`config.mk`:
```
export PLATFORM = sky130hd
export DESIGN_NAME = mem_access_sequencer
export DESIGN_NICKNAME = d
export VERILOG_FILES = /design/src/rtl/mem_access_sequencer.sv
export SDC_FILE = /design/constraint.sdc
export NUM_CORES = 1
export LEC_CHECK = 0
export ABC_CLOCK_PERIOD_IN_PS = 3700
export BUFFER_PORTS_ARGS = -buffer_cell sky130_fd_sc_hd__buf_2
export CAP_MARGIN = 40
export CORE_AREA = 2 2 214 111
export DETAILED_ROUTE_END_ITERATION = 8
export DIE_AREA = 0 0 216 113
export SLEW_MARGIN = 40
export SYNTH_ARGS = -nofsm -noshare
export SYNTH_HDL_FRONTEND = slang
export SYNTH_SLANG_ARGS = --single-unit
```
`constraint.sdc`:
```
create_clock -name clk -period 3.7 [get_ports clk]
set_clock_uncertainty 0.2 [all_clocks]
set_input_delay 0.37 -clock clk [delete_from_list [all_inputs] [get_ports clk]]
set_output_delay 0.37 -clock clk [all_outputs]
set_load 0.02 [all_outputs]
```
`src/rtl/mem_access_sequencer.sv`:
```
// Multicycle load/store sequencer between the MEM stage and a single-port word memory.
// Optional mem_ack timeout abort is built when MEMSEQ_TIMEOUT_EN is defined.
module mem_access_sequencer #(
    parameter int DATA_WIDTH = 32,
    parameter int ADDR_WIDTH = 32,
    parameter int TIMEOUT    = 16
) (
    input  logic                  clk,
    input  logic                  rst_n,
    input  logic                  req_valid,
    output logic                  req_ready,
    input  logic                  req_write,
    input  logic [2:0]            req_funct3,
    input  logic [ADDR_WIDTH-1:0] req_addr,
    input  logic [DATA_WIDTH-1:0] req_wdata,
    output logic                  resp_valid,
    output logic [DATA_WIDTH-1:0] resp_rdata,
    output logic                  resp_misaligned,
    output logic                  resp_error,
    output logic                  mem_en,
    output logic                  mem_we,
    output logic [ADDR_WIDTH-1:0] mem_addr,
    output logic [DATA_WIDTH-1:0] mem_wdata,
    input  logic [DATA_WIDTH-1:0] mem_rdata,
    input  logic                  mem_ack,
    output logic                  busy
);

    // state    | meaning
    // ST_IDLE  | ready for a request
    // ST_READ  | word read in flight (load, or first half of sub-word store)
    // ST_WRITE | full merged word write in flight
    // ST_RESP  | one-cycle response pulse
    typedef enum logic [1:0] {
        ST_IDLE  = 2'd0,
        ST_READ  = 2'd1,
        ST_WRITE = 2'd2,
        ST_RESP  = 2'd3
    } state_t;

    localparam logic [2:0] F3_B  = 3'b000;
    localparam logic [2:0] F3_H  = 3'b001;
    localparam logic [2:0] F3_W  = 3'b010;
    localparam logic [2:0] F3_BU = 3'b100;
    localparam logic [2:0] F3_HU = 3'b101;

    function automatic logic is_misaligned(input logic wr, input logic [2:0] f3,
                                           input logic [1:0] a);
        logic m;
        case (f3)
            F3_B:    m = 1'b0;
            F3_H:    m = a[0];
            F3_W:    m = (a != 2'b00);
            F3_BU:   m = wr;
            F3_HU:   m = wr | a[0];
            default: m = 1'b1;
        endcase
        return m;
    endfunction

    function automatic logic [31:0] extract(input logic [31:0] word, input logic [2:0] f3,
                                            input logic [1:0] a);
        logic [31:0] shifted;
        logic [7:0]  b;
        logic [15:0] h;
        logic [31:0] r;
        shifted = word >> {a, 3'b000};
        b       = shifted[7:0];
        h       = a[1] ? word[31:16] : word[15:0];
        case (f3)
            F3_B:    r = {{24{b[7]}}, b};
            F3_BU:   r = {24'h000000, b};
            F3_H:    r = {{16{h[15]}}, h};
            F3_HU:   r = {16'h0000, h};
            default: r = word;
        endcase
        return r;
    endfunction

    function automatic logic [31:0] merge(input logic [31:0] word, input logic [2:0] f3,
                                          input logic [1:0] a, input logic [15:0] wd);
        logic [31:0] mask;
        logic [31:0] r;
        mask = 32'h0000_00FF << {a, 3'b000};
        case (f3)
            F3_B:    r = (word & ~mask) | ({24'h000000, wd[7:0]} << {a, 3'b000});
            F3_H:    r = a[1] ? {wd, word[15:0]} : {word[31:16], wd};
            default: r = word;
        endcase
        return r;
    endfunction

    state_t                state_q, state_d;
    logic                  write_q, write_d;
    logic [2:0]            funct3_q, funct3_d;
    logic [1:0]            addr_lo_q, addr_lo_d;
    logic [15:0]           wdata_lo_q, wdata_lo_d;
    logic                  req_ready_q, req_ready_d;
    logic                  busy_q, busy_d;
    logic                  mem_en_q, mem_en_d;
    logic                  mem_we_q, mem_we_d;
    logic [ADDR_WIDTH-1:0] mem_addr_q, mem_addr_d;
    logic [DATA_WIDTH-1:0] mem_wdata_q, mem_wdata_d;
    logic                  resp_valid_q, resp_valid_d;
    logic [DATA_WIDTH-1:0] resp_rdata_q, resp_rdata_d;
    logic                  resp_mis_q, resp_mis_d;

`ifdef MEMSEQ_TIMEOUT_EN
    localparam int CNT_W = (TIMEOUT > 1) ? $clog2(TIMEOUT) : 1;
    logic [CNT_W-1:0] cnt_q, cnt_d;
    logic             resp_err_q, resp_err_d;
    logic             timeout_hit;
    assign timeout_hit = (cnt_q == CNT_W'(TIMEOUT - 1));
`endif

    always_comb begin
        state_d      = state_q;
        write_d      = write_q;
        funct3_d     = funct3_q;
        addr_lo_d    = addr_lo_q;
        wdata_lo_d   = wdata_lo_q;
        req_ready_d  = req_ready_q;
        busy_d       = busy_q;
        mem_en_d     = mem_en_q;
        mem_we_d     = mem_we_q;
        mem_addr_d   = mem_addr_q;
        mem_wdata_d  = mem_wdata_q;
        resp_valid_d = 1'b0;
        resp_rdata_d = resp_rdata_q;
        resp_mis_d   = resp_mis_q;
`ifdef MEMSEQ_TIMEOUT_EN
        resp_err_d   = resp_err_q;
`endif
        case (state_q)
            ST_IDLE: begin
                if (req_valid) begin
                    write_d     = req_write;
                    funct3_d    = req_funct3;
                    addr_lo_d   = req_addr[1:0];
                    wdata_lo_d  = req_wdata[15:0];
                    req_ready_d = 1'b0;
                    busy_d      = 1'b1;
                    if (is_misaligned(req_write, req_funct3, req_addr[1:0])) begin
                        state_d      = ST_RESP;
                        resp_valid_d = 1'b1;
                        resp_mis_d   = 1'b1;
                        resp_rdata_d = '0;
                    end else begin
                        mem_en_d   = 1'b1;
                        mem_addr_d = {req_addr[ADDR_WIDTH-1:2], 2'b00};
                        if (req_write && req_funct3 == F3_W) begin
                            state_d     = ST_WRITE;
                            mem_we_d    = 1'b1;
                            mem_wdata_d = req_wdata;
                        end else begin
                            state_d  = ST_READ;
                            mem_we_d = 1'b0;
                        end
                    end
                end
            end
            ST_READ: begin
                if (mem_ack) begin
                    if (write_q) begin
                        state_d     = ST_WRITE;
                        mem_we_d    = 1'b1;
                        mem_wdata_d = merge(mem_rdata, funct3_q, addr_lo_q, wdata_lo_q);
                    end else begin
                        state_d      = ST_RESP;
                        mem_en_d     = 1'b0;
                        resp_valid_d = 1'b1;
                        resp_rdata_d = extract(mem_rdata, funct3_q, addr_lo_q);
                    end
                end
`ifdef MEMSEQ_TIMEOUT_EN
                else if (timeout_hit) begin
                    state_d      = ST_RESP;
                    mem_en_d     = 1'b0;
                    resp_valid_d = 1'b1;
                    resp_rdata_d = '0;
                    resp_err_d   = 1'b1;
                end
`endif
            end
            ST_WRITE: begin
                if (mem_ack) begin
                    state_d      = ST_RESP;
                    mem_en_d     = 1'b0;
                    mem_we_d     = 1'b0;
                    resp_valid_d = 1'b1;
                    resp_rdata_d = '0;
                end
`ifdef MEMSEQ_TIMEOUT_EN
                else if (timeout_hit) begin
                    state_d      = ST_RESP;
                    mem_en_d     = 1'b0;
                    mem_we_d     = 1'b0;
                    resp_valid_d = 1'b1;
                    resp_rdata_d = '0;
                    resp_err_d   = 1'b1;
                end
`endif
            end
            default: begin
                state_d      = ST_IDLE;
                req_ready_d  = 1'b1;
                busy_d       = 1'b0;
                resp_rdata_d = '0;
                resp_mis_d   = 1'b0;
`ifdef MEMSEQ_TIMEOUT_EN
                resp_err_d   = 1'b0;
`endif
            end
        endcase
`ifdef MEMSEQ_TIMEOUT_EN
        // Staying in READ/WRITE means no ack this cycle; any transition restarts the count.
        if ((state_q == ST_READ || state_q == ST_WRITE) && state_d == state_q)
            cnt_d = cnt_q + 1'b1;
        else
            cnt_d = '0;
`endif
    end

    always_ff @(posedge clk or negedge rst_n) begin
        if (!rst_n) begin
            state_q      <= ST_IDLE;
            write_q      <= 1'b0;
            funct3_q     <= 3'b000;
            addr_lo_q    <= 2'b00;
            wdata_lo_q   <= '0;
            req_ready_q  <= 1'b1;
            busy_q       <= 1'b0;
            mem_en_q     <= 1'b0;
            mem_we_q     <= 1'b0;
            mem_addr_q   <= '0;
            mem_wdata_q  <= '0;
            resp_valid_q <= 1'b0;
            resp_rdata_q <= '0;
            resp_mis_q   <= 1'b0;
`ifdef MEMSEQ_TIMEOUT_EN
            resp_err_q   <= 1'b0;
            cnt_q        <= '0;
`endif
        end else begin
            state_q      <= state_d;
            write_q      <= write_d;
            funct3_q     <= funct3_d;
            addr_lo_q    <= addr_lo_d;
            wdata_lo_q   <= wdata_lo_d;
            req_ready_q  <= req_ready_d;
            busy_q       <= busy_d;
            mem_en_q     <= mem_en_d;
            mem_we_q     <= mem_we_d;
            mem_addr_q   <= mem_addr_d;
            mem_wdata_q  <= mem_wdata_d;
            resp_valid_q <= resp_valid_d;
            resp_rdata_q <= resp_rdata_d;
            resp_mis_q   <= resp_mis_d;
`ifdef MEMSEQ_TIMEOUT_EN
            resp_err_q   <= resp_err_d;
            cnt_q        <= cnt_d;
`endif
        end
    end

    assign req_ready       = req_ready_q;
    assign busy            = busy_q;
    assign mem_en          = mem_en_q;
    assign mem_we          = mem_we_q;
    assign mem_addr        = mem_addr_q;
    assign mem_wdata       = mem_wdata_q;
    assign resp_valid      = resp_valid_q;
    assign resp_rdata      = resp_rdata_q;
    assign resp_misaligned = resp_mis_q;
`ifdef MEMSEQ_TIMEOUT_EN
    assign resp_error      = resp_err_q;
`else
    assign resp_error      = 1'b0;
`endif

endmodule

```
==> flow_summary.yaml, run 1 <==
run_status:
  status: "completed"
route:
  drt-initial-drc-count: 613
  routed_wl_um: 24660
  drt-vias-per-instance: 5.363
  drc: 0
  drtAntennaViolNets: 0
  vias: 6312
  wire_per_inst_um: 20.95
  drtPass1Iterations: 5
layout:
  fin_cells: 1177
  nNetsFinal: 964
  syn2layout_area_growth_pct: 34.05
  nFillCells: 2226
  fin_area_mm2: 0.008941
  final_layout_size_suffix_gt1_frac: 0.3326
sta:
  relSlewSlack: 0.4331
  setup_viol: 0
  rsz0062_at_grt: "false"
  slew_violations: 0
  holdWs_ps: 14.25
  fin_crit_sh: 0.7209
  fin_tns_setup_ps: 0
  hold_viol_final: 0
  fmax_mhz: 374.9
  period_needed_ps: 2667
  tightest_slew_ps: 850.4
cts:
  path_clk_slew_ps: 60
  cts_tree: "done"
  cts_resized: 0
  htreeDepth: 4
  cts.sinks: 124
  cts_buffers: 17
  cts_setup_buffers: 0
  cts_hold_buf: 37
  clockBufferDepth: 2
  cts_root_buffer: "clkbuf_16"
  worstSkewPairLatency_ps: 440
setup_path:
  criticalPathCategory: "flip-flop to flip-flop"
  required_ps: 3870
  start_kind: "flip-flop"
  cp-end-kind: "flip-flop"
  startpoint: "state_q[0]"
  crit_fanout: 22
  r2r_start: "state_q[0]"
  arrival_ps: 2840
synth:
  ys_seq_area_frac: 0.4654
  syn-instance-count: 635
  synth.cell_area_mm2: 0.006670
  syn_avg_cell_area_um2: 10.50
  yosys_warnings: 0
  ys_ff_latch: 124
  postSynth.asyncResetShare: 1.000
  synth_cell_types: 53
  synth_ff_type: "dfrtp_1"
  synth-edff-count: 0
global_routing:
  grt_pass1_vias: 6106
  gr-usage-all-layers: 0.2059
  grt_antenna_before_repair: 1
  grt_max_degree: 79
  grt-ovfl-total: 0
  grt_pass1_wl_um: 37650
placement:
  gp_congestion: 0.8808
  post_dp_cell_area_mm2: 0.007974
  place_hpwl_um: 18530
  dp.cells: 1107
  portBuffers: 203
pwr:
  power_leakage_uw: 0.004032
  ir_drop_mv: 0.3705
  power_density_mw_per_mm2: 978.0
job:
  cap_violations: 0
die:
  ios: 207
  chipWidth_um: 216
  fp.dieH_um: 113
  row_count: 39
  start_util: 0.2972
  coreArea_mm2: 0.02245
  dieArea_mm2: 0.02441
worst_hold_path:
  hold_class: "primary input to flip-flop"
  min_from: "req_wdata[12]"
[cells in the mapped netlist (2+ instances only)]
| master | number | area share |
|---|---|---|
| a31oi_1 | 16 | 0.015 |
| mux2_1 | 44 | 0.074 |
| a41oi_1 | 6 | 0.0079 |
| nor2_1 | 11 | 0.0062 |
| a2111oi_0 | 2 | 0.0026 |
| buf_2 | 15 | 0.011 |
| nor3_1 | 4 | 0.0030 |
| ha_1 | 4 | 0.0075 |
| inv_1 | 19 | 0.011 |
| o221ai_1 | 17 | 0.022 |
| clkbuf_1 | 37 | 0.021 |
| o21ai_1 | 2 | 0.0015 |
| a22oi_1 | 2 | 0.0023 |
| nor3b_1 | 2 | 0.0023 |
| nor2b_1 | 19 | 0.018 |
| o2111ai_1 | 6 | 0.0079 |
| mux2_2 | 28 | 0.047 |
| o31ai_1 | 18 | 0.020 |
| dfrtp_1 | 123 | 0.46 |
| o21a_1 | 13 | 0.015 |
| a32oi_1 | 7 | 0.0092 |
| nand3_1 | 11 | 0.0083 |
| o31a_1 | 7 | 0.0092 |
| nand2b_1 | 6 | 0.0056 |
| o32a_1 | 16 | 0.024 |
| a22o_1 | 2 | 0.0026 |
| and3_1 | 6 | 0.0056 |
| nand2_1 | 12 | 0.0068 |
| mux2i_1 | 21 | 0.032 |
| buf_4 | 4 | 0.0045 |
| o21ai_0 | 69 | 0.052 |
| or3_1 | 2 | 0.0019 |
| nor4_1 | 2 | 0.0019 |
| o2bb2ai_1 | 7 | 0.0092 |
| a21oi_1 | 57 | 0.043 |
[report_power, final]
part | internal [uW] | switching, uW | leakage, uW
registers | 2030 | 577 | 0.00152
clock network | 1030 | 674 | 0.000274
logic | 1660 | 2770 | 0.00224
total | 4720 | 4030 | 0.00403
[state kept, by name (all words and copies together), names as in the netlist, 2 cells and up]
name / count
state_q: 2
resp_rdata: 32
addr_lo_q: 2
funct3_q: 3
mem_addr: 30
mem_wdata: 32
wdata_lo_q: 16
[cell families after synthesis]
kind of cell,after synthesis,share of synthesized area
AO/OA/AOI/OAI,256,0.2568
flip-flops,124,0.4654
multiplexers,93,0.1531
AND/OR/NAND/NOR,80,0.06715
buffers and inverters,77,0.04952
adder cells (fa/ha/maj),4,0.007504
other,1,0.0005622
[per-stage QoR]
stage	setup slack, ps	util	power [uW]
2_1_floorplan	1523	-	5489
3_3_place_gp	1101	0.3552	6909
3_5_place_dp	1079	0.3552	6970
4_1_cts	1035	0.3982	8731
5_1_grt	798.5	0.3982	9303
6_report	1033	0.3983	8745
[area by class of cell]
type,count,area [um^2],share of cell area
antenna,1,2.502,0.0002799
clock inverter,13,141.4,0.01581
sequential,124,3104,0.3472
inverter,19,71.32,0.007976
multi-input combinational,436,3248,0.3633
tap,307,384.1,0.04296
timing repair buffer,258,1536,0.1718
clock buffer,19,452.9,0.05066
[cell usage in the layout (no fill, tap or decap), types with 18 or more instances in the layout]
master         Yosys  final
buf_2             15    202
dfrtp_1          123    123
o21ai_0           69     69
dlygate4sd3_1      0     37
mux2i_1           21     21
o31ai_1           18     18
nor2b_1           19     19
mux2_1            44     44
inv_1             19     19
a21oi_1           57     57
buf_4              4     18
mux2_2            28     28
[metal layers]
metal	wire (um)	track usage	vias to the layer above
met4	260	0.05297	0
met2	9631	0.2690	290
met1	12620	0.3262	3129
li1	-	-	2870
met5	0	0	-
met3	2156	0.05403	23
[final timing paths]
kind	endpoint	slack (ps)	cells past startpoint
worst max-delay path	mem_wdata[15]	1030	7
worst min-delay path	wdata_lo_q[12]	10	2
worst max register to register	mem_wdata[15]	1030	7
worst min register to register	mem_wdata[3]	280	1
max in group asynchronous	mem_addr[31]	2140	3
min in group asynchronous	resp_rdata[18]	300	2
[critical path, cell delays in order (launching register included)]
cell      delay (ps)
dfrtp_1          420
inv_1            100
ha_1             430
nand2b_1         100
buf_4            210
a21oi_4          650
buf_4            310
o32a_1           170
(Power assumes the default switching activity.)
==> run 2: changes to the inputs <==
--- a/config.mk
+++ b/config.mk
@@ -5,7 +5,7 @@
 export SDC_FILE = /design/constraint.sdc
 export NUM_CORES = 1
 export LEC_CHECK = 0
-export ABC_CLOCK_PERIOD_IN_PS = 3700
+export ABC_CLOCK_PERIOD_IN_PS = 2400
 export BUFFER_PORTS_ARGS = -buffer_cell sky130_fd_sc_hd__buf_2
 export CAP_MARGIN = 40
 export CORE_AREA = 2 2 214 111
==> constraint.sdc (replaced) <==
create_clock -name clk -period 2.4 [get_ports clk]
set_clock_uncertainty 0.2 [all_clocks]
set_input_delay 0.24 -clock clk [delete_from_list [all_inputs] [get_ports clk]]
set_output_delay 0.24 -clock clk [all_outputs]
set_load 0.02 [all_outputs]
==> flow_summary.yaml, run 2 (synthesis results as in run 1) <==
setup_path:
  crit_fanout: 26
  cp-end-kind: "flip-flop"
  start_kind: "flip-flop"
  required_ps: 2510
  criticalPathCategory: "flip-flop to flip-flop"
  arrival_ps: 2400
layout:
  nNetsFinal: 1011
  nFillCells: 2223
  syn2layout_area_growth_pct: 41.92
  final_cell_mix: "buf_2, dfrtp_1, o21ai_0, dlygate4sd3_1, a21oi_1"
  seq_area_mm2: 0.003104
  final_common_cell: "buf_2"
  final_layout_size_suffix_gt1_frac: 0.3330
  utilization: 0.4217
  multi_input_area_mm2: 0.003266
global_routing:
  grt-ovfl-total: 0
  grt_pass1_wl_um: 38110
  grt_antenna_before_repair: 1
  gr-usage-all-layers: 0.2087
  grt_pass1_vias: 6156
  grt_max_degree: 56
cts:
  cts_buffers: 17
  htreeDepth: 4
  cts.sinks: 124
  worstSkewPairLatency_ps: 430
  cts_root_buffer: "clkbuf_16"
  cts_tree: "done"
  clockBufferDepth: 2
  path_clk_slew_ps: 60
sta:
  rsz0062_at_grt: "false"
  fin_tns_setup_ps: 0
  tightest_slew_ps: 828.3
  fmax_mhz: 436.6
  fin_crit_sh: 0.9544
  period_needed_ps: 2291
  setup_viol: 0
  slew_violations: 0
  hold_viol_final: 0
  relSlewSlack: 0.4466
route:
  drt-vias-per-instance: 5.322
  drtAntennaViolNets: 0
  wire_per_inst_um: 20.58
  drc: 0
  drtPass1Iterations: 5
  drt-initial-drc-count: 773
  routed_wl_um: 25190
  vias: 6514
die:
  chipWidth_um: 216
  ios: 207
  fp.dieH_um: 113
  coreArea_mm2: 0.02245
  start_util: 0.2972
  dieArea_mm2: 0.02441
  row_count: 39
worst_hold_path:
  hold_class: "primary input to flip-flop"
placement:
  gp_congestion: 0.9336
  place_hpwl_um: 18560
  portBuffers: 203
pwr:
  pwr-share-seq: 0.286
  power_density_mw_per_mm2: 1460
  comb_power_share: 0.527
  p_int_uw: 7593
  switchingPower_uw: 6226
  ir_drop_mv: 0.6473
  p_sw_frac: 0.4505
  power_frac_clock: 0.187
  power_leakage_uw: 0.004283
job:
  cap_violations: 0
run_status:
  status: "completed"
## run 2: cell count changes in the layout (fill, tap and decap cells not counted), moves of 2 or more
| cell | change |
|---|---|
| clkinvlp_4 | -3 |
| buf_4 | +7 |
| inv_6 | -2 |
| buf_12 | +7 |
| clkinv_2 | +4 |
| dlygate4sd3_1 | +32 |
## run 2: metal layers
| metal | global-route usage | routed length, um | part of all wire | vias up |
|---|---|---|---|---|
| li1 | - | - | - | 2958 |
| met1 | 0.3310 | 12770 | 0.51 | 3228 |
| met2 | 0.2720 | 9885 | 0.39 | 303 |
| met3 | 0.05995 | 2200 | 0.087 | 25 |
| met4 | 0.04521 | 329 | 0.013 | 0 |
| met5 | 0 | 0 | 0 | - |
## run 2: critical path, stage by stage (launching register included)
cell       delay [ps]
dfrtp_1           400
inv_1              80
ha_2              250
buf_12            180
inv_1             120
nor2_1            110
a2111oi_0         440
mux2_2            390
## run 2: final cells by class
cell class / count / share of cell area
antenna: 1 / 0.0002643
multi-input combinational: 436 / 0.3450
timing repair buffer: 305 / 0.2177
tap: 307 / 0.04058
clock inverter: 12 / 0.01282
clock buffer: 20 / 0.04824
inverter: 19 / 0.007534
sequential: 124 / 0.3279
## run 2: stage by stage
stage	total power [uW]	worst slack [ps]	instance area [um^2]	hold slack, ps	std cells
6_report	13820	109.4	9467	33.34	1224
5_1_grt	14700	6.712	9464	20.17	1223
4_1_cts	13810	92.45	9443	0.4923	1223
3_5_place_dp	11050	159.2	8174	79.04	1122
3_3_place_gp	10970	191.4	8174	74.65	1122
2_1_floorplan	8462	222.8	6678	-255.6	637
## run 2: final timing paths
path	from	to	slack, ps	cells after the start
worst max register to register	state_q[1]	mem_we	110	7
max in group asynchronous	rst_n	mem_wdata[30]	1150	3
worst min-delay path	mem_rdata[29]	resp_rdata[29]	30	3
min in group asynchronous	rst_n	resp_rdata[23]	140	2
worst max-delay path	state_q[1]	mem_we	110	7
worst min register to register	mem_wdata[3]	mem_wdata[3]	280	1
## run 2: power by group through the flow
stage          logic (uW)  clock network [uW]  registers, uW
2_1_floorplan        3760                   0           4700
3_3_place_gp         7050                   0           3930
3_5_place_dp         7090                   0           3960
4_1_cts              7220                2650           3940
5_1_grt              7860                2760           4090
6_report             7280                2580           3960
## run 2: what timing repair did
item                                    CTS  global route
hold buffers                             69             0
hold endpoints to repair                106             0
gates resized for setup                   0             4
endpoints found under the setup margin    0            33
setup buffers                             0             0
==> run 3: changes to the inputs <==
--- a/config.mk
+++ b/config.mk
@@ -11,6 +11,7 @@
 export CORE_AREA = 2 2 214 111
 export DETAILED_ROUTE_END_ITERATION = 8
 export DIE_AREA = 0 0 216 113
+export PLACE_DENSITY = 0.59
 export SLEW_MARGIN = 40
 export SYNTH_ARGS = -nofsm -noshare
 export SYNTH_HDL_FRONTEND = slang
==> flow_summary.yaml, run 3 (synthesis results as in run 1) <==
run_status:
  status: "completed"
setup_path:
  arrival_ps: 2450
  required_ps: 2520
  critPathBufInv: 1
  criticalPathCategory: "flip-flop to flip-flop"
  crit_slowest_cell: "a2111oi_1"
  start_kind: "flip-flop"
  cpPeakStageDelay_ps: 490
  crit_family: "compound AO/OA/AOI/OAI gates"
  crit_fanout: 6
  path_cells: "inv_1 > ha_1 > o21bai_1 > nand2_1 > a2111oi_1 > mux2_2"
  cp-end-kind: "flip-flop"
layout:
  final_common_cell: "buf_2"
  syn2layout_area_growth_pct: 43.11
  nFillCells: 2215
  nNetsFinal: 1023
  final_layout_size_suffix_gt1_frac: 0.3376
  final_cell_mix: "buf_2, dfrtp_1, dlygate4sd3_1, o21ai_0, a21oi_1"
die:
  dieArea_mm2: 0.02441
  coreArea_mm2: 0.02245
  ios: 207
  row_count: 39
  fp.dieH_um: 113
  start_util: 0.2972
  chipWidth_um: 216
sta:
  fmax_mhz: 429.3
  slew_violations: 0
  tightest_slew_ps: 546.4
  setup_viol: 0
  fin_crit_sh: 0.9707
  hold_viol_final: 0
  rsz0062_at_grt: "false"
  layout_setup_ws_ps: 70.35
  fin_tns_setup_ps: 0
  relSlewSlack: 0.6349
  period_needed_ps: 2330
placement:
  place_hpwl_um: 18750
  dp_slack_ps: 73.26
  gp_congestion: 0.9246
  portBuffers: 203
pwr:
  ir_drop_mv: 0.5640
  power_leakage_uw: 0.004316
  switchingPower_uw: 6281
  p_sw_frac: 0.4534
  comb_power_share: 0.537
  p_int_uw: 7571
  power_frac_clock: 0.176
  power_density_mw_per_mm2: 1451
  pwr-share-seq: 0.288
cts:
  clockBufferDepth: 2
  cts.sinks: 124
  path_clk_slew_ps: 60
  htreeDepth: 4
  cts_root_buffer: "clkbuf_16"
  cts_buffers: 17
  worstSkewPairLatency_ps: 430
  cts_tree: "done"
route:
  drtAntennaViolNets: 0
  drtPass1Iterations: 5
  routed_wl_um: 25530
  drt-vias-per-instance: 5.326
  drt-initial-drc-count: 792
  wire_per_inst_um: 20.67
  vias: 6578
  drc: 0
global_routing:
  grt-ovfl-total: 0
  grt_antenna_before_repair: 1
  grt_pass1_wl_um: 38480
  grt_max_degree: 62
  gr-usage-all-layers: 0.2089
  grt_pass1_vias: 6418
worst_hold_path:
  hold_class: "primary input to flip-flop"
job:
  cap_violations: 0
## run 3: cell count changes in the layout (fill, tap and decap cells not counted), sizes merged
| cell | before | now |
|---|---|---|
| buf | 236 | 243 |
| dlygate4sd3 | 69 | 73 |
| clkinv | 7 | 5 |
| clkinvlp | 3 | 5 |
| bufinv | 2 | 1 |
| clkbuf | 20 | 21 |
## run 3: worst paths after layout
| path | startpoint | to | slack, ps | cells after the start |
|---|---|---|---|---|
| hold reg to reg | mem_wdata[22] | mem_wdata[22] | 280 | 1 |
| max in group asynchronous | rst_n | mem_addr[28] | 1350 | 3 |
| hold / removal | req_wdata[30] | mem_wdata[30] | 20 | 4 |
| min in group asynchronous | rst_n | resp_rdata[21] | 30 | 2 |
| setup reg to reg | state_q[0] | mem_we | 70 | 6 |
| setup / recovery | state_q[0] | mem_we | 70 | 6 |
## run 3: cell type report
| cell class | count | area [um^2] | share of cell area |
|---|---|---|---|
| multi-input cells | 436 | 3279 | 0.3436 |
| flip-flops and latches | 124 | 3105 | 0.3253 |
| repair buffers | 317 | 2150 | 0.2252 |
| clock buffers | 20 | 456.7 | 0.04784 |
| well taps | 307 | 384.1 | 0.04024 |
| clock inverters | 11 | 96.34 | 0.01009 |
| inverters | 19 | 71.32 | 0.007471 |
| diodes | 1 | 2.502 | 0.0002622 |
## run 3: repair_timing
action	4_1_cts	5_1_grt
endpoints found under the hold margin	196	0
resized for setup	0	7
endpoints found under the setup margin	0	33
hold buffers	73	0
setup buffers	0	1
## run 3: tightest hold or removal path: stages
cell     delay, ps
buf_2           80
inv_1           30
o21ai_0        130
o32a_1         130
## run 3: per-stage QoR
stage | cells | util | cell area [um^2] | hold slack [ps] | total power [uW]
3_5_place_dp | 1128 | 0.3645 | 8182 | -74.96 | 11080
3_3_place_gp | 1128 | 0.3645 | 8182 | -77.07 | 10980
6_report | 1235 | 0.4253 | 9545 | 24.66 | 13850
2_1_floorplan | 637 | - | 6678 | -255.6 | 8462
4_1_cts | 1232 | 0.4217 | 9465 | 8.910 | 13690
5_1_grt | 1235 | 0.4253 | 9545 | 31.99 | 14720
## run 3: metal layers
metal,vias to the layer above,GRT usage,part of all wire
met5,-,0,0
met4,0,0.06164,0.012
met3,23,0.05753,0.092
met2,300,0.2761,0.40
met1,3259,0.3240,0.50
li1,2996,-,-
## run 3: power groups by stage
stage               logic, uW  registers [uW]  clock network (uW)
floorplan                3760            4700                   0
global placement         7040            3940                   0
detailed placement       7100            3980                   0
CTS                      7250            3960                2480
global route             8010            4110                2590
finish                   7430            3980                2430
